==> src/rtl/eth_frame_tx.sv <==
// 10BASE-T frame transmitter: 256-byte frame buffer, Manchester serializer with
// preamble/SFD/FCS/TP_IDL framing, normal link pulses while idle, and an activity LED.
module eth_frame_tx #(
    parameter int FRAME_LEN  = 60,
    parameter int NLP_PERIOD = 320000,
    parameter int NLP_WIDTH  = 2,
    parameter int TPIDL_LEN  = 6,
    parameter int LED_HOLD   = 1000000
) (
    input  logic       clk,
    input  logic       rst,
    input  logic       clk_en,
    input  logic [7:0] w_addr,
    input  logic [7:0] w_data,
    input  logic       w_en,
    input  logic       start,
    output logic       tx,
    output logic       tx_led,
    output logic       busy
);

    localparam int NLP_W = $clog2(NLP_PERIOD + 1);
    localparam int PW_W  = $clog2(NLP_WIDTH + 1);
    localparam int TP_W  = $clog2(TPIDL_LEN + 1);
    localparam int LED_W = $clog2(LED_HOLD + 2);
    localparam logic [31:0] CRC_POLY = 32'hEDB88320;

    typedef enum logic [2:0] {IDLE, PRE, DATA, FCS, TPIDL} state_t;
    state_t state_reg, state_next;

    logic [7:0]       mem [256];
    logic [7:0]       rd_data_reg;
    logic [8:0]       data_idx_reg;
    logic [7:0]       shift_reg;
    logic [2:0]       bit_idx_reg;
    logic             half_reg;
    logic [2:0]       byte_cnt_reg;
    logic [31:0]      crc_reg;
    logic [NLP_W-1:0] nlp_cnt_reg;
    logic [PW_W-1:0]  pulse_cnt_reg;
    logic [TP_W-1:0]  tpidl_cnt_reg;
    logic [LED_W-1:0] led_cnt_reg;
    logic             tx_reg, tx_led_reg, busy_reg;

    logic        cur_bit, byte_done, nlp_due, tpidl_done;
    logic [31:0] crc_step;
    logic [7:0]  next_byte;
    logic [7:0]  fcs_byte [4];

    // Frame buffer; the read address always points at the next data byte to load,
    // so the registered read is ready long before the serializer needs it.
    always_ff @(posedge clk) begin
        if (clk_en) begin
            if (w_en) mem[w_addr] <= w_data;
            rd_data_reg <= mem[data_idx_reg[7:0]];
        end
    end

    for (genvar gi = 0; gi < 4; gi++) begin : g_fcs
        assign fcs_byte[gi] = ~crc_reg[8*gi +: 8];
    end

    assign cur_bit    = shift_reg[bit_idx_reg];
    assign byte_done  = half_reg && (bit_idx_reg == 3'd7);
    assign nlp_due    = (nlp_cnt_reg == NLP_W'(NLP_PERIOD - 1));
    assign tpidl_done = (tpidl_cnt_reg == TP_W'(TPIDL_LEN));
    assign crc_step   = {1'b0, crc_reg[31:1]} ^ ((crc_reg[0] ^ cur_bit) ? CRC_POLY : 32'h0);

    always_comb begin
        state_next = state_reg;
        unique case (state_reg)
            IDLE:    if (start) state_next = PRE;
            PRE:     if (byte_done && byte_cnt_reg == 3'd7) state_next = DATA;
            DATA:    if (byte_done && data_idx_reg == 9'(FRAME_LEN)) state_next = FCS;
            FCS:     if (byte_done && byte_cnt_reg == 3'd3) state_next = TPIDL;
            TPIDL:   if (tpidl_done) state_next = IDLE;
            default: state_next = IDLE;
        endcase
    end

    // Byte that follows the one currently being shifted out.
    always_comb begin
        next_byte = 8'h55;
        unique case (state_reg)
            PRE:     next_byte = (byte_cnt_reg == 3'd7) ? rd_data_reg :
                                 (byte_cnt_reg == 3'd6) ? 8'hD5 : 8'h55;
            DATA:    next_byte = (data_idx_reg == 9'(FRAME_LEN)) ? fcs_byte[0] : rd_data_reg;
            FCS:     next_byte = fcs_byte[byte_cnt_reg[1:0] + 2'd1];
            default: next_byte = 8'h55;
        endcase
    end

    always_ff @(posedge clk) begin
        if (rst) state_reg <= IDLE;
        else if (clk_en) state_reg <= state_next;
    end

    always_ff @(posedge clk) begin
        if (rst) begin
            data_idx_reg  <= '0;
            shift_reg     <= '0;
            bit_idx_reg   <= '0;
            half_reg      <= 1'b0;
            byte_cnt_reg  <= '0;
            crc_reg       <= '0;
            nlp_cnt_reg   <= '0;
            pulse_cnt_reg <= '0;
            tpidl_cnt_reg <= '0;
            led_cnt_reg   <= '0;
            tx_reg        <= 1'b0;
            tx_led_reg    <= 1'b0;
            busy_reg      <= 1'b0;
        end else if (clk_en) begin
            if (state_reg != IDLE) nlp_cnt_reg <= '0;
            unique case (state_reg)
                IDLE: begin
                    if (start) begin
                        // A frame beats a due link pulse and cuts a running one short.
                        busy_reg      <= 1'b1;
                        tx_led_reg    <= 1'b1;
                        tx_reg        <= 1'b0;
                        crc_reg       <= '1;
                        shift_reg     <= 8'h55;
                        bit_idx_reg   <= '0;
                        half_reg      <= 1'b0;
                        byte_cnt_reg  <= '0;
                        data_idx_reg  <= '0;
                        nlp_cnt_reg   <= '0;
                        pulse_cnt_reg <= '0;
                    end else begin
                        if (nlp_due) begin
                            nlp_cnt_reg   <= '0;
                            tx_reg        <= 1'b1;
                            pulse_cnt_reg <= PW_W'(NLP_WIDTH - 1);
                        end else begin
                            nlp_cnt_reg <= nlp_cnt_reg + 1'b1;
                            if (pulse_cnt_reg != '0) begin
                                tx_reg        <= 1'b1;
                                pulse_cnt_reg <= pulse_cnt_reg - 1'b1;
                            end else begin
                                tx_reg <= 1'b0;
                            end
                        end
                        if (led_cnt_reg != '0) begin
                            led_cnt_reg <= led_cnt_reg - 1'b1;
                            if (led_cnt_reg == LED_W'(1)) tx_led_reg <= 1'b0;
                        end
                    end
                end
                PRE, DATA, FCS: begin
                    tx_reg   <= half_reg ? cur_bit : ~cur_bit;
                    half_reg <= ~half_reg;
                    if (state_reg == DATA && !half_reg) crc_reg <= crc_step;
                    if (half_reg) bit_idx_reg <= bit_idx_reg + 3'd1;
                    if (byte_done) begin
                        shift_reg     <= next_byte;
                        byte_cnt_reg  <= (state_next != state_reg) ? 3'd0 : byte_cnt_reg + 3'd1;
                        tpidl_cnt_reg <= '0;
                        if (state_reg == DATA || state_next == DATA)
                            data_idx_reg <= data_idx_reg + 9'd1;
                    end
                end
                TPIDL: begin
                    if (tpidl_done) begin
                        tx_reg      <= 1'b0;
                        busy_reg    <= 1'b0;
                        led_cnt_reg <= LED_W'(LED_HOLD);
                        tx_led_reg  <= (LED_HOLD != 0);
                    end else begin
                        tx_reg        <= 1'b1;
                        tpidl_cnt_reg <= tpidl_cnt_reg + 1'b1;
                    end
                end
                default: ;
            endcase
        end
    end

    assign tx     = tx_reg;
    assign tx_led = tx_led_reg;
    assign busy   = busy_reg;

endmodule

==> config.mk <==
export PLATFORM = sky130hd
export DESIGN_NAME = eth_frame_tx
export DESIGN_NICKNAME = d
export VERILOG_FILES = /design/src/rtl/eth_frame_tx.sv
export SDC_FILE = /design/constraint.sdc
export NUM_CORES = 2
export LEC_CHECK = 0
export ABC_AREA = 0
export CAP_MARGIN = 20
export CORE_MARGIN = 4
export CORE_UTILIZATION = 50
export DETAILED_ROUTE_END_ITERATION = 10
export HOLD_SLACK_MARGIN = 0.03
export PLACE_DENSITY = 0.68
export SLEW_MARGIN = 20
export SYNTH_ARGS = -nofsm -noshare
export SYNTH_HDL_FRONTEND = slang
export SYNTH_SLANG_ARGS = --single-unit
==> constraint.sdc <==
create_clock -name clk -period 4.36 [get_ports clk]
set_input_delay 0.872 -clock clk [delete_from_list [all_inputs] [get_ports clk]]
set_output_delay 0.872 -clock clk [all_outputs]
set_load 0.005 [all_outputs]
==> flow_summary.toml <==
[sta]
final-hold-violation-count = 0
layout_worst_path_cycle_share_pct = 90.2
final_period_minus_worst_setup_slack_ns = 3.93
rsz_0062_raised_after_global_routing = "no"
finalSetupViolCount = 0
timing.fmax_mhz = 254
number_of_pins_with_negative_max_slew_slack_in_the_final_report = 0
worstMarginPinSlew_ns = 1.01
worst_slack_ns = 0.429
timing.slew.headroom_pct = 30.6
finalClockSkew_ns = 0.0352
setup-tns-final_ns = 0

[placement]
place_congestion = 0.857
placement.io_buffers = 23
post-place-ws_ns = 0.418
placement.cell_area_um2 = 90800
hpwlAfterDp_um = 133000

[routing]
ant_nets = 0
drt_total_wl_um = 211000
drt-initial-drc-count = 5776
drt-vias-per-instance = 6.16
wl_per_cell_um = 29.1
detailedRoute.firstPassIterationCount = 5
detailroute.via_count = 44800
remaining_drc_errors = 0

[global_route]
number_of_antenna_violations_at_the_first_check_in_global_routing = 8
grt_start_max_net_pins = 135
grt_first_pass_wirelength_um = 310000
overflow = 0
first_global_vias = 44900
track_usage_pct = 23.7

[logic_synthesis]
syn-instance-count = 4455
yosys_warnings = 0
post_synthesis_async_set_or_reset_flop_share_pct = 0
synth.ff_latch_count = 2162
synthTopCellsByArea = "edfxtp_1, mux4_2, mux2i_1"
synth_flop_cell = "edfxtp_1"
synth_common_cells = "edfxtp_1, mux4_2, nor2_1"
yosysMostFrequentCell = "edfxtp_1"
seq_area_frac_synth_pct = 74.8
yosysUniqueCellTypes = 70
synth_edf_count = 2056
synth.avg_cell_area_um2 = 19.2
synth_area_leader_cell = "edfxtp_1"
syn-cell-area_um2 = 85300
proportion_of_netlist_area_held_by_the_largest_area_contributor_pct = 72.3
synth_nets = 4490

[cts]
clock-sinks = 2162
postCtsResizedCells = 0
clock_pin_slew_reported_for_the_worst_setup_and_hold_paths_after_clock_tree_synthesis_ns = 0.06
clk-insertion-delay-late_ns = 0.84
clock_tree.htree_level_count = 4
cts.repair_timing.setup_buffer_count = 0
cts_tree = "built"
ctsRootBufferMaster = "clkbuf_16"
hold_buffers = 0
largest_buffer_count_on_any_clock_path = 3
cts-buffers-inserted = 210

[worst_setup_path]
ff2ff_path_depth = 7
worstSetupPathType = "flip-flop to flip-flop"
critical_path_arrival_ns = 4.50
crit_fanout = 23
worst_ep_required_time_ns = 4.93
timing.critical_path.to_type = "flip-flop"
critPathLaunchType = "flip-flop"

[finish]
area_growth_syn_to_layout_pct = 14.3
final_layout_size_suffix_gt1_share_pct = 25.0
post-route-cell-area_um2 = 97500
number_of_flip_flops_in_the_largest_register = 2048
nFillCells = 12300
number_of_nets_in_the_final_layout = 4896

[floorplan]
start_util_pct = 50.4
design.die.area_um2 = 177000
number_of_placement_rows = 151
die_height_um = 421
boundaryPins = 24
chip_width_um = 421
core_um2 = 169000

[power]
p_int_mw = 33.4
combinationalPowerShare_pct = 3.2
cellPowerDensity_nw_per_um2 = 432
switching_share_pct = 20.7
switchingPower_mw = 8.73
p_clk_share_pct = 42.2
power.ir.vdd_worst_mv = 0.378
seq_power_share_pct = 54.6
p_leak_nw = 30.4

[min_path]
hold-path-cell-count = 2
hold_class = "input pin to flip-flop"

[outcome]
outcome = "completed"

[run]
max_cap_viol_count = 0
power by group through the flow:
stage / sequential, mW / clock (mW) / combinational, mW
3_5_place_dp: 23.4 / 0 / 1.34
4_1_cts: 23.0 / 18.1 / 1.35
6_report: 23.0 / 17.8 / 1.35
3_3_place_gp: 23.4 / 0 / 1.30
2_1_floorplan: 23.4 / 0 / 0.767
5_1_grt: 23.0 / 19.0 / 1.50
placed cells by master (no fill, tap or decap), types with 40 or more instances in the layout:
cell,Yosys,layout
clkbuf_16,0,212
buf_4,41,420
dfxtp_1,106,101
nor3_1,40,40
nand2_1,164,164
nor2_1,387,387
a21oi_1,82,81
clkbuf_1,129,51
mux4_2,472,472
mux2i_1,215,215
a221oi_1,42,42
edfxtp_1,2056,2056
clkinv_1,1,53
a22oi_1,59,59
o21ai_0,77,77
nand3_1,57,54
final cells by class:
class | instances | area [um2] | share of cell area (%)
Clock buffer | 265 | 5520 | 5.66
Timing Repair Buffer | 471 | 3950 | 4.05
Clock inverter | 131 | 1250 | 1.28
Antenna cell | 5 | 12.5 | 0.0128
Inverter | 16 | 62.6 | 0.0641
Tap cell | 2218 | 2780 | 2.85
Multi-Input combinational cell | 2000 | 20100 | 20.6
Sequential cell | 2162 | 63900 | 65.5
cell families (layout without fill, tap and decap cells):
group           count (synthesis)  count (layout)  share of synthesized area [%]
compound gates                424             424                           3.36
xor+xnor                       60              60                          0.616
fa+ha+maj                      14              14                          0.205
buf+inv                       293             883                           1.67
flops                        2162            2162                           74.8
mux                           696             696                           15.1
other cells                     0               5                              0
simple gates                  806             806                           4.22
per-stage QoR:
step           std cells  util (%)  hold WS, ns  total power [mW]
4_1_cts             7263      57.6        0.365              42.4
2_1_floorplan       4455         -        0.433              24.2
3_5_place_dp        6867      53.6        0.453              24.8
6_report            7268      57.6        0.439              42.1
5_1_grt             7263      57.6        0.411              43.4
3_3_place_gp        6866      53.6        0.446              24.7
worst max-delay path, stage by stage (launching register included):
cell and delay [ns]:
dfxtp_4 0.77, mux4_2 0.58, mux2_2 0.28, a221oi_1 0.56
a31oi_1 0.19, a2111oi_0 0.93, or3_1 0.24, nand4_1 0.08
layer usage:
layer,GRT usage [%],vias to the layer above,routed length [um]
met1,33.9,23400,84700
met5,0,-,24
met2,36.7,2045,99700
li1,-,19000,-
met4,8.32,4,7320
met3,5.10,392,19400
path summary, 6_finish.rpt:
check / to / slack, ns / startpoint
setup reg to reg: rd_data_reg[0] / 0.43 / data_idx_reg[0]
hold / removal: pulse_cnt_reg[0] / 0.44 / rst
setup / recovery: rd_data_reg[0] / 0.43 / data_idx_reg[0]
hold reg to reg: shift_reg[7] / 0.47 / shift_reg[7]
Note: power is estimated with default switching activity, not from simulation.
